--- src/rtl/bitonic_stream_sorter.sv ---
// Streaming 8-sample bitonic sorter: loads one sample per handshake and sorts
// in place over six clocked network stages. It then drains the sorted block one sample per handshake.
module bitonic_stream_sorter #(
    parameter int WIDTH   = 8,
    parameter bit DESCEND = 1'b0
) (
    input  logic             clk,
    input  logic             rst_n,
    input  logic             in_valid,
    input  logic [WIDTH-1:0] in_data,
    output logic             in_ready,
    output logic             out_valid,
    output logic [WIDTH-1:0] out_data,
    input  logic             out_ready,
    output logic             busy
);

    typedef enum logic [1:0] {
        LOAD  = 2'd0,
        SORT  = 2'd1,
        DRAIN = 2'd2
    } state_t;

    state_t           state_q, state_d;
    logic [WIDTH-1:0] e_q [8];
    logic [WIDTH-1:0] e_d [8];
    logic [2:0]       wr_idx_q, wr_idx_d;
    logic [2:0]       rd_idx_q, rd_idx_d;
    logic [2:0]       step_q, step_d;

    logic [3:0]       k;
    logic [2:0]       j;
    logic [2:0]       lo, hi;
    logic             asc;
    logic [2:0]       rd_sel;

    // Stage schedule (k = merge size, j = compare distance).
    always_comb begin
        k = 4'd8;
        j = 3'd1;
        case (step_q)
            3'd0: begin k = 4'd2; j = 3'd1; end
            3'd1: begin k = 4'd4; j = 3'd2; end
            3'd2: begin k = 4'd4; j = 3'd1; end
            3'd3: begin k = 4'd8; j = 3'd4; end
            3'd4: begin k = 4'd8; j = 3'd2; end
            default: begin k = 4'd8; j = 3'd1; end
        endcase
    end

    // NOTE: every variable gets a default before the case so no latch is inferred.
    always_comb begin
        state_d  = state_q;
        e_d      = e_q;
        wr_idx_d = wr_idx_q;
        rd_idx_d = rd_idx_q;
        step_d   = step_q;
        lo       = 3'd0;
        hi       = 3'd0;
        asc      = 1'b1;
        case (state_q)
            LOAD: begin
                if (in_valid) begin
                    e_d[wr_idx_q] = in_data;
                    if (wr_idx_q == 3'd7) begin
                        state_d  = SORT;
                        wr_idx_d = 3'd0;
                        step_d   = 3'd0;
                    end else begin
                        wr_idx_d = wr_idx_q + 3'd1;
                    end
                end
            end
            SORT: begin
                for (int i = 0; i < 8; i++) begin
                    lo  = 3'(i);
                    hi  = lo ^ j;
                    // With k=8 no index has bit 3 set, so the whole stage is ascending.
                    asc = ((4'(lo) & k) == 4'd0);
                    if (lo < hi) begin
                        if (asc ? (e_q[lo] > e_q[hi]) : (e_q[lo] < e_q[hi])) begin
                            e_d[lo] = e_q[hi];
                            e_d[hi] = e_q[lo];
                        end
                    end
                end
                if (step_q == 3'd5) begin
                    state_d  = DRAIN;
                    rd_idx_d = 3'd0;
                    step_d   = 3'd0;
                end else begin
                    step_d = step_q + 3'd1;
                end
            end
            DRAIN: begin
                if (out_ready) begin
                    if (rd_idx_q == 3'd7) begin
                        state_d  = LOAD;
                        rd_idx_d = 3'd0;
                    end else begin
                        rd_idx_d = rd_idx_q + 3'd1;
                    end
                end
            end
            default: state_d = LOAD;
        endcase
    end

    // NOTE: sequential state uses non-blocking assignments; the sample array is
    // reset too, so a block cut short by reset leaves no stale data behind.
    always_ff @(posedge clk or negedge rst_n) begin
        if (!rst_n) begin
            state_q  <= LOAD;
            wr_idx_q <= 3'd0;
            rd_idx_q <= 3'd0;
            step_q   <= 3'd0;
            for (int i = 0; i < 8; i++) e_q[i] <= '0;
        end else begin
            state_q  <= state_d;
            wr_idx_q <= wr_idx_d;
            rd_idx_q <= rd_idx_d;
            step_q   <= step_d;
            e_q      <= e_d;
        end
    end

    always_comb begin
        rd_sel    = DESCEND ? (3'd7 - rd_idx_q) : rd_idx_q;
        in_ready  = (state_q == LOAD);
        out_valid = (state_q == DRAIN);
        busy      = (state_q != LOAD);
        out_data  = out_valid ? e_q[rd_sel] : '0;
    end

endmodule
--- config.mk ---
export PLATFORM = sky130hd
export DESIGN_NAME = bitonic_stream_sorter
export DESIGN_NICKNAME = d
export VERILOG_FILES = /design/src/rtl/bitonic_stream_sorter.sv
export SDC_FILE = /design/constraint.sdc
export NUM_CORES = 1
export LEC_CHECK = 0
export CAP_MARGIN = 20
export CORE_UTILIZATION = 30
export DETAILED_ROUTE_END_ITERATION = 10
export PLACE_DENSITY = 0.49
export SLEW_MARGIN = 0
export SYNTH_ARGS = -nofsm -noshare
export SYNTH_HDL_FRONTEND = slang
export SYNTH_SLANG_ARGS = --single-unit
--- constraint.sdc ---
create_clock -name clk -period 10.93 [get_ports clk]
set_input_delay 3.279 -clock clk [delete_from_list [all_inputs] [get_ports clk]]
set_output_delay 3.279 -clock clk [all_outputs]
set_load 0.01 [all_outputs]
Word level (Yosys, flattened, before mapping)

Cells that the tools add are included.

Bits in registers: 75
Logic and storage cells: 220

Add/subtract/negate cells: 3
Order comparisons: 42
Equal/unequal tests: 14
Muxes and demuxes: 104
Bitwise gates (word level): 17
Reductions and logical operators: 28

Operators by type and width:

| kind                                                                          | count |
|---|---|
| 64-bit 2-to-1 mux                                                             | 24 |
| 64-bit bitwise mux                                                            | 9 |
| 8-bit 2-to-1 mux                                                              | 28 |
| 8-bit binary-select mux with 3-bit select                                     | 9 |
| 8-bit demux with 3-bit select                                                 | 9 |
| 64-bit one-hot mux with 2 select lines                                        | 1 |
| 8-bit greater-than comparator                                                 | 8 |
| 8-bit less-than comparator                                                    | 7 |
| 4-bit greater-or-equal comparator (second input constant)                     | 10 |
| 3-bit inverter with 4-bit output                                              | 10 |
| 4-bit by 1-bit less-than comparator with 1-bit output (second input constant) | 9 |
| 4-bit zero test                                                               | 7 |
| 3-bit one-hot mux with 2 select lines                                         | 4 |
| 3-bit 2-to-1 mux                                                              | 7 |
| 3-bit == test (second input constant)                                         | 4 |
| 3-bit less-than comparator (first input constant)                             | 4 |
| 2-bit 2-to-1 mux                                                              | 5 |
| 3-bit by 1-bit adder with 3-bit output (second input constant)                | 3 |
| 1-bit logical AND                                                             | 9 |
| 1-bit 2-to-1 mux                                                              | 7 |
| 3-bit by 2-bit == test with 1-bit output (second input constant)              | 2 |
| 1-bit by 3-bit less-than comparator with 1-bit output (first input constant)  | 2 |
| 2-bit by 3-bit less-than comparator with 1-bit output (first input constant)  | 2 |
| 2-bit by 1-bit != test with 1-bit output (second input constant)              | 3 |
| 15 further kinds                                                              | 25 |

Logic depth before layout (Yosys ltp)

Gate-level depths: netlist of run 1.

Depth in word-level cells: 40
Gate-level depth with buffers: 20

Worst setup path before layout of run 1

No wires, ideal clock.

Path kind: reg2out
From: reg rd_idx_q[0]
To: out out_data[0]
Data arrival time: 1566 ps
Setup slack: 6085 ps
Stages on the path, launching flop included: 6
Buffers on the path: 2
Path through: dfrtp_1 -> buf_2 -> buf_2 -> mux4_2 -> nand2_1 -> a21oi_1

Word-level cells in the longest chain between the ends: 5

RTL lines:

| what                                                   | line | text |
|---|---|---|
| start, declared                                        | 28   | `logic [2:0] rd_idx_q, rd_idx_d;` |
| start signal, assigned                                 | 121  | `rd_idx_q <= rd_idx_d;` |
| 3-bit inverter with 4-bit output (implied by the code) | 132  | `out_data = out_valid ? e_q[rd_sel] : '0;` |
| 8-bit binary-select mux with 3-bit select              | 132  |  |
| 8-bit 2-to-1 mux (implied by the code) (2 in a row)    | 132  |  |
| 8-bit 2-to-1 mux                                       | 132  |  |
| end, declared                                          | 13   | `output logic [WIDTH-1:0] out_data,` |

No other way between the ends. The select of a mux whose other input is x is not followed.

Worst setup path in the final report of run 1

From: reg rd_idx_q[1]
To: out out_data[3]

Same word-level chain as after synthesis.

==> results of run 1 <==
flip-flops by register name (all words and copies together), names as in the netlist:
signal    count
state_q       2
wr_idx_q      3
rd_idx_q      3
step_q        3
e_q          64
cell families after synthesis:
family / Yosys count / share of synthesized area
AOI/OAI and AO/OA: 421 / 0.2957
xor gates and xnor gates: 3 / 0.006443
adders and majority gates: 62 / 0.07831
buffers and inverters: 152 / 0.06972
DFF: 75 / 0.1895
muxes: 113 / 0.1650
and+or+nand+nor: 435 / 0.1954
placed cells by master (no fill, tap or decap), drive strengths merged, types with 10 or more instances in the layout:
cell / Yosys / routed
mux2: 42 / 42
and3: 14 / 14
a31oi: 18 / 18
nand2: 165 / 165
a32oi: 12 / 12
inv: 38 / 38
mux2i: 35 / 35
ha: 62 / 62
o31ai: 13 / 13
o21ai: 56 / 56
o211ai: 60 / 60
nor3: 14 / 14
o21bai: 16 / 16
o21a: 10 / 10
nor2: 162 / 162
clkbuf: 66 / 14
buf: 47 / 30
a32o: 10 / 10
nand3: 24 / 24
nor2b: 10 / 10
clkdlybuf4s50: 0 / 21
dfrtp: 75 / 75
a21oi: 132 / 132
mux4: 36 / 36
nand4: 13 / 13
a211oi: 26 / 26
final timing paths:
check	endpoint	slack, ns	cells after the start
worst max-delay path	out_data[3]	5.05	4
worst min-delay path	wr_idx_q[1]$_DFFE_PN0P_	0.57	2
worst max register to register	e_q[19]$_DFFE_PN0P_	5.34	17
worst min register to register	wr_idx_q[1]$_DFFE_PN0P_	0.57	2
max in group asynchronous	e_q[18]$_DFFE_PN0P_	6.94	2
min in group asynchronous	e_q[15]$_DFFE_PN0P_	2.82	1
cell type report:
cell class | count | area (µm²)
fill | 3464 | 21830
timing repair buffer | 51 | 475.5
sequential | 75 | 1877
inverter | 39 | 146.4
clock buffer | 14 | 264.0
multi-input combinational | 1034 | 7376
clock inverter | 2 | 10.01
tap | 442 | 553.0
metal layers:
metal  part of all wire  GRT usage  vias to the layer above
met3              0.090    0.03546                      145
met5                  0          0                        -
met1               0.41     0.3653                     5094
met2               0.43     0.4197                      620
li1                   -          -                     4601
met4              0.065     0.1713                        0
per-stage QoR:
| stage | setup slack, ns | util | area (µm²) | std cells |
|---|---|---|---|---|
| 2_1_floorplan | 6.085 | - | 9906 | 1261 |
| 3_3_place_gp | 5.234 | 0.3186 | 10360 | 1638 |
| 3_5_place_dp | 5.260 | 0.3188 | 10370 | 1639 |
| 4_1_cts | 4.863 | 0.3272 | 10650 | 1655 |
| 5_1_grt | 4.961 | 0.3289 | 10700 | 1657 |
| 6_report | 5.051 | 0.3289 | 10700 | 1657 |
worst max-delay path: stages (launching register included):
cell and delay [ns]:
dfrtp_1 0.86, mux4_2 0.34, nand2_1 0.05, a21oi_1 0.36
clkdlybuf4s50_1 0.61
==> impl_metrics.ini, run 1 <==
[sta]
hold_ws_ns = 0.5746
rsz0062_at_grt = false
relSlewSlack = 0.2232
fin_crit_ns = 5.879
hold_viol_final = 0
fin_tns_setup_ns = 0
finalMaxSlewViolations = 0
worst_pin_slew_ns = 1.157
setup_viol = 0
post-route-period-util = 0.5379
fmax_mhz = 170.1
fin_skew_ns = 0.009348

[detailed_routing]
final_antenna_net_count = 0
viasPerCell = 6.313
first_pass_iters = 5
first_iter_violations = 1432
vias = 10460
route.detailed.drc = 0
routed_wl_mm = 45.78
avgRoutedWirePerCell_um = 27.63

[global_routing]
grt_overflow = 0
grt_pass1_wl_mm = 67.39
grt_max_degree = 99
antenna_found_initial = 0
grt_pass1_vias = 9873
grt.total_usage = 0.2744

[floorplanning]
pin_count = 23
die_w_um = 183.7
die_area_um2 = 33750
num_rows = 66
die_h_um = 183.7
coreArea_um2 = 32540
initial_utilization = 0.3045

[logic_synthesis]
synth_area_leaders = dfrtp_1 (19%), mux4_2 (8.2%), ha_1 (7.8%), a21oi_1 (6.3%), nand2_1 (6.1%)
synth_edf_count = 0
syn_inst = 1261
avgSynthCellArea_um2 = 7.855
yosysMostFrequentCell = nand2_1
syn-num-nets = 1335
netlist_area_um2 = 9906
ys_ff_latch = 75
ys_seq_area_frac = 0.1895
synth_cell_types = 76
yosysWarnings = 0
async_reset_ff_frac = 1.000
synth_common_cells = nand2_1 (162), nor2_1 (157), a21oi_1 (124)
synth_top_cell_by_area = dfrtp_1
synth_top_flop_cell = dfrtp_1
netlist.area_leader.share = 0.1895

[flow_run]
maxCapViolCount = 0

[finish]
nets = 1284
syn2layout_area_growth_pct = 8.033
drive_gt1_frac = 0.1374
n_antenna_cell = 0

[cts]
clockBufferDepth = 2
ctsHoldBuffers = 0
cts_tree = yes
postCtsSetupBuffers = 0
cts_made_buffers = 9
clk-insertion-delay-late_ns = 0.37
htreeDepth = 3
clk_pin_slew_worst_paths_ns = 0.06
cts_root_buffer = clkbuf_16
clock-sinks = 75
cts_resized = 0

[worst_setup_path]
rr_startpoint = step_q[0]$_DFFE_PN0P_
crit_path_start = rd_idx_q[1]$_DFFE_PN0P_
endpoint_kind = primary output
criticalPathCategory = reg -> out
crit_fanout = 18
critPathRequiredTime_ns = 7.65
crit_path_start_kind = register
cp.arrival_ns = 2.60

[placement]
hpwl_mm = 31.68
port_buffers = 22
place.gp.congestion = 0.9484

[outcome]
outcome = complete, no violations

[worst_hold_path]
hold_class = reg -> reg
hold_path.startpoint = wr_idx_q[1]$_DFFE_PN0P_
Power of run 1 is left out: the tool's default activity adds up to more than one toggle a clock period on the data nets, which glitch-free logic cannot reach.
==> run 2, diff against run 1 <==
--- a/config.mk
+++ b/config.mk
@@ -8,7 +8,7 @@
 export CAP_MARGIN = 20
 export CORE_UTILIZATION = 30
 export DETAILED_ROUTE_END_ITERATION = 10
-export PLACE_DENSITY = 0.49
+export PLACE_DENSITY = 0.51
 export SLEW_MARGIN = 0
 export SYNTH_ARGS = -nofsm -noshare
 export SYNTH_HDL_FRONTEND = slang
==> constraint.sdc (replaced) <==
create_clock -name clk -period 5.4 [get_ports clk]
set_input_delay 1.62 -clock clk [delete_from_list [all_inputs] [get_ports clk]]
set_output_delay 1.62 -clock clk [all_outputs]
set_load 0.01 [all_outputs]
==> impl_metrics.ini, run 2 (synthesis results as in run 1) <==
[worst_setup_path]
crit_chain = inv_2 -> nor2_2 -> ha_4 -> buf_12 -> mux2i_1 -> nor2_1 -> a21oi_1 -> nand2_1 -> o21ai_0 -> ha_1 -> nand4_1 -> o22ai_2 -> a2111oi_4 -> nor2_1 -> a311oi_1 -> o21ai_1
cp.arrival_ns = 5.01
criticalPathCategory = reg -> reg
endpoint_kind = register
r2r_cells = 16
cp_slowest_cell = dfrtp_1
critPathRequiredTime_ns = 5.63
crit_fanout = 93
crit_path_start_kind = register
cpMostUsedCell = nor2_1
cp_slowest_stage_delay_ns = 0.65

[placement]
port_buffers = 22
hpwl_mm = 31.61
place.gp.congestion = 0.9974

[sta]
post-route-period-util = 0.8840
fmax_mhz = 209.5
finalMaxSlewViolations = 0
worst_pin_slew_ns = 1.057
fin_crit_ns = 4.774
setup_viol = 0
hold_viol_final = 0
fin_skew_ns = 0.01028
rsz0062_at_grt = false
fin_tns_setup_ns = 0
relSlewSlack = 0.2923

[cts]
cts_resized = 0
cts_root_buffer = clkbuf_16
htreeDepth = 3
cts_made_buffers = 9
ctsHoldBuffers = 0
clock-sinks = 75
clk_pin_slew_worst_paths_ns = 0.07
cts_tree = yes
postCtsSetupBuffers = 0
clk-insertion-delay-late_ns = 0.36
clockBufferDepth = 2

[worst_hold_path]
hold_class = reg -> reg
whs_path_depth = 2

[floorplanning]
pin_count = 23
coreArea_um2 = 32540
num_rows = 66
initial_utilization = 0.3045
die_area_um2 = 33750
die_w_um = 183.7
die_h_um = 183.7

[finish]
mostFrequentLayoutCells = nand2_1 (162), nor2_1 (157), a21oi_1 (123), dfrtp_1 (75), ha_1 (61)
drive_gt1_frac = 0.1405
largest_reg_flops = 64
top_register = e_q
n_antenna_cell = 0
syn2layout_area_growth_pct = 8.210
nets = 1286
final_common_cell = nand2_1

[detailed_routing]
vias = 10514
final_antenna_net_count = 0
avgRoutedWirePerCell_um = 26.64
first_pass_iters = 6
first_iter_violations = 1367
viasPerCell = 6.338
route.detailed.drc = 0
routed_wl_mm = 44.20

[global_routing]
grt.total_usage = 0.2642
antenna_found_initial = 2
grt_pass1_wl_mm = 65.52
grt_max_degree = 94
grt_pass1_vias = 9800
grt_overflow = 0

[outcome]
outcome = complete, no violations

[flow_run]
maxCapViolCount = 0
## run 2: final cells by class
cell class                      count  area, µm²
Multi-Input combinational cell   1034       7376
Clock buffer                       11      242.7
Fill cell                        3518      21820
Tap cell                          442      553.0
Sequential cell                    75       1877
Inverter                           39      146.4
Clock inverter                      5      61.31
Timing Repair Buffer               53      462.9
## run 2: layer usage
layer  share of wire  global-route usage  vias to the layer above
met5         0.00020                   0                        -
met4           0.052              0.1333                        2
met3           0.099             0.04814                      134
met2            0.43              0.4044                      663
met1            0.42              0.3546                     5115
li1                -                   -                     4600
## run 2: path summary, 6_finish.rpt
| kind | endpoint | slack, ns | startpoint |
|---|---|---|---|
| max in group asynchronous | e_q[35]$_DFFE_PN0P_ | 3.13 | rst_n |
| worst max register to register | e_q[19]$_DFFE_PN0P_ | 0.63 | step_q[0]$_DFFE_PN0P_ |
| worst max-delay path | e_q[19]$_DFFE_PN0P_ | 0.63 | step_q[0]$_DFFE_PN0P_ |
| worst min-delay path | wr_idx_q[1]$_DFFE_PN0P_ | 0.56 | wr_idx_q[1]$_DFFE_PN0P_ |
| worst min register to register | wr_idx_q[1]$_DFFE_PN0P_ | 0.56 | wr_idx_q[1]$_DFFE_PN0P_ |
| min in group asynchronous | e_q[46]$_DFFE_PN0P_ | 1.25 | rst_n |
## run 2: worst max-delay path: cells and delay by family (launching register included)
family                   cells  cell delay [ns]
buffers and inverters        2             0.52
AND/OR/NAND/NOR              5             0.94
adder cells (fa/ha/maj)      2             0.46
multiplexers                 1             0.24
flip-flops                   1             0.65
AO/OA/AOI/OAI                6             1.77
## run 2: stage by stage
step | hold WS, ns | setup slack [ns] | util | cell area (µm²) | instances
3_3_place_gp | 0.5445 | 0.8830 | 0.3199 | 10410 | 1642
2_1_floorplan | 0.4894 | 1.382 | - | 9906 | 1261
6_report | 0.5606 | 0.6263 | 0.3294 | 10720 | 1659
3_5_place_dp | 0.5500 | 0.8051 | 0.3199 | 10410 | 1642
5_1_grt | 0.5927 | 0.3803 | 0.3294 | 10720 | 1659
4_1_cts | 0.5663 | 0.7717 | 0.3292 | 10710 | 1658
Power of run 2 is left out for the same reason.
==> run 3, diff against run 2 <==
--- a/config.mk
+++ b/config.mk
@@ -6,9 +6,12 @@
 export NUM_CORES = 1
 export LEC_CHECK = 0
 export CAP_MARGIN = 20
+export CELL_PAD_IN_SITES_DETAIL_PLACEMENT = 1
+export CELL_PAD_IN_SITES_GLOBAL_PLACEMENT = 2
+export CORE_ASPECT_RATIO = 0.75
 export CORE_UTILIZATION = 30
 export DETAILED_ROUTE_END_ITERATION = 10
-export PLACE_DENSITY = 0.51
+export PLACE_DENSITY = 0.73
 export SLEW_MARGIN = 0
 export SYNTH_ARGS = -nofsm -noshare
 export SYNTH_HDL_FRONTEND = slang
==> impl_metrics.ini, run 3 (synthesis results as in run 1) <==
[sta]
post-route-period-util = 0.9111
fin_skew_ns = 0.008330
relSlewSlack = 0.3097
fin_tns_setup_ns = 0
finalMaxSlewViolations = 0
rsz0062_at_grt = false
hold_ws_ns = 0.5657
setup_viol = 0
worst_pin_slew_ns = 1.032
setup_slack_ns = 0.4802
fin_crit_ns = 4.920
fmax_mhz = 203.3
hold_viol_final = 0

[flow_run]
maxCapViolCount = 0

[detailed_routing]
first_iter_violations = 1228
route.detailed.drc = 0
routed_wl_mm = 49.16
final_antenna_net_count = 0
first_pass_iters = 5
viasPerCell = 6.444
vias = 10761
avgRoutedWirePerCell_um = 29.44

[global_routing]
antenna_found_initial = 1
grt_pass1_vias = 10153
grt_overflow = 0
grt_pass1_wl_mm = 71.97
grt.total_usage = 0.2929
grt_max_degree = 56

[placement]
dpl-instance-area_um2 = 10500
place.gp.congestion = 0.9679
pre_cts_ws_ns = 0.5279
hpwl_mm = 36.09
port_buffers = 22

[cts]
clock-sinks = 75
cts_tree = yes
cts_root_buffer = clkbuf_16
cts_made_buffers = 9
ctsHoldBuffers = 0
clockBufferDepth = 2
htreeDepth = 3
cts_resized = 0
clk-insertion-delay-late_ns = 0.38
postCtsSetupBuffers = 0
clk_pin_slew_worst_paths_ns = 0.07

[worst_setup_path]
crit_family = compound AO/OA/AOI/OAI gates
cpMostUsedCell = mux2i_1
path_buf_inv = 3
cp.arrival_ns = 5.17
r2r_slack_ns = 0.48
criticalPathCategory = reg -> reg
cp_slowest_cell = dfrtp_1
critPathRequiredTime_ns = 5.65
crit_fanout = 36
crit_chain = inv_2 -> nor2_2 -> ha_4 -> buf_4 -> mux2i_1 -> nor2_1 -> a21oi_1 -> mux2i_1 -> inv_1 -> ha_1 -> a211oi_1 -> o21bai_2 -> o211ai_4 -> mux2_2 -> o31ai_1 -> o22ai_1
crit_path_start_kind = register
endpoint_kind = register
cp_slowest_stage_delay_ns = 0.63

[finish]
fin_area_um2 = 10840
mostFrequentLayoutCells = nand2_1 (162), nor2_1 (157), a21oi_1 (123), dfrtp_1 (75), ha_1 (61)
multi_input_area_um2 = 7376
largest_reg_flops = 64
nets = 1298
drive_gt1_frac = 0.1482
n_antenna_cell = 0
syn2layout_area_growth_pct = 9.397
final_common_cell = nand2_1
fillerInstances = 3927
top_register = e_q
seq_area_um2 = 1877

[floorplanning]
initial_utilization = 0.3053
num_rows = 57
die_h_um = 159.4
die_area_um2 = 33760
pin_count = 23
die_w_um = 211.8
coreArea_um2 = 32450

[outcome]
outcome = complete, no violations

[worst_hold_path]
hold_class = reg -> reg
[run 3: per-stage QoR]
| step | utilization | std cells |
|---|---|---|
| floorplan | - | 1261 |
| global placement | 0.3235 | 1654 |
| detailed placement | 0.3235 | 1654 |
| CTS | 0.3337 | 1669 |
| global route | 0.3340 | 1670 |
| finish | 0.3340 | 1670 |
[run 3: final timing paths]
check | startpoint | end | cells after the start
min | wr_idx_q[1]$_DFFE_PN0P_ | wr_idx_q[1]$_DFFE_PN0P_ | 2
min in group asynchronous | rst_n | e_q[14]$_DFFE_PN0P_ | 1
max reg2reg | step_q[0]$_DFFE_PN0P_ | e_q[36]$_DFFE_PN0P_ | 16
max | step_q[0]$_DFFE_PN0P_ | e_q[36]$_DFFE_PN0P_ | 16
min reg2reg | wr_idx_q[1]$_DFFE_PN0P_ | wr_idx_q[1]$_DFFE_PN0P_ | 2
max in group asynchronous | rst_n | e_q[35]$_DFFE_PN0P_ | 2
[run 3: cell type report]
type / instances / share of cell area
Clock buffer: 10 / 0.02113
Sequential cell: 75 / 0.1732
Tap cell: 442 / 0.05103
Multi-Input combinational cell: 1034 / 0.6806
Timing Repair Buffer: 65 / 0.05103
Clock inverter: 5 / 0.009468
Inverter: 39 / 0.01351
[run 3: routing by layer]
metal	GRT usage	routed length [µm]	up-vias	part of all wire
li1	-	-	4621	-
met1	0.4374	22520	5487	0.46
met2	0.4092	20190	583	0.41
met3	0.08323	5441	70	0.11
met4	0.06588	1014	0	0.021
met5	0	0	-	0
[run 3: worst reg2reg max path: cells and delay by family (launching register included)]
kind | cells | cell delay, ns
buffers and inverters | 3 | 0.66
AOI/OAI and AO/OA | 6 | 1.74
adders and majority gates | 2 | 0.68
and+or+nand+nor | 2 | 0.28
DFF | 1 | 0.63
muxes | 3 | 0.80
Power of run 3 is left out for the same reason.
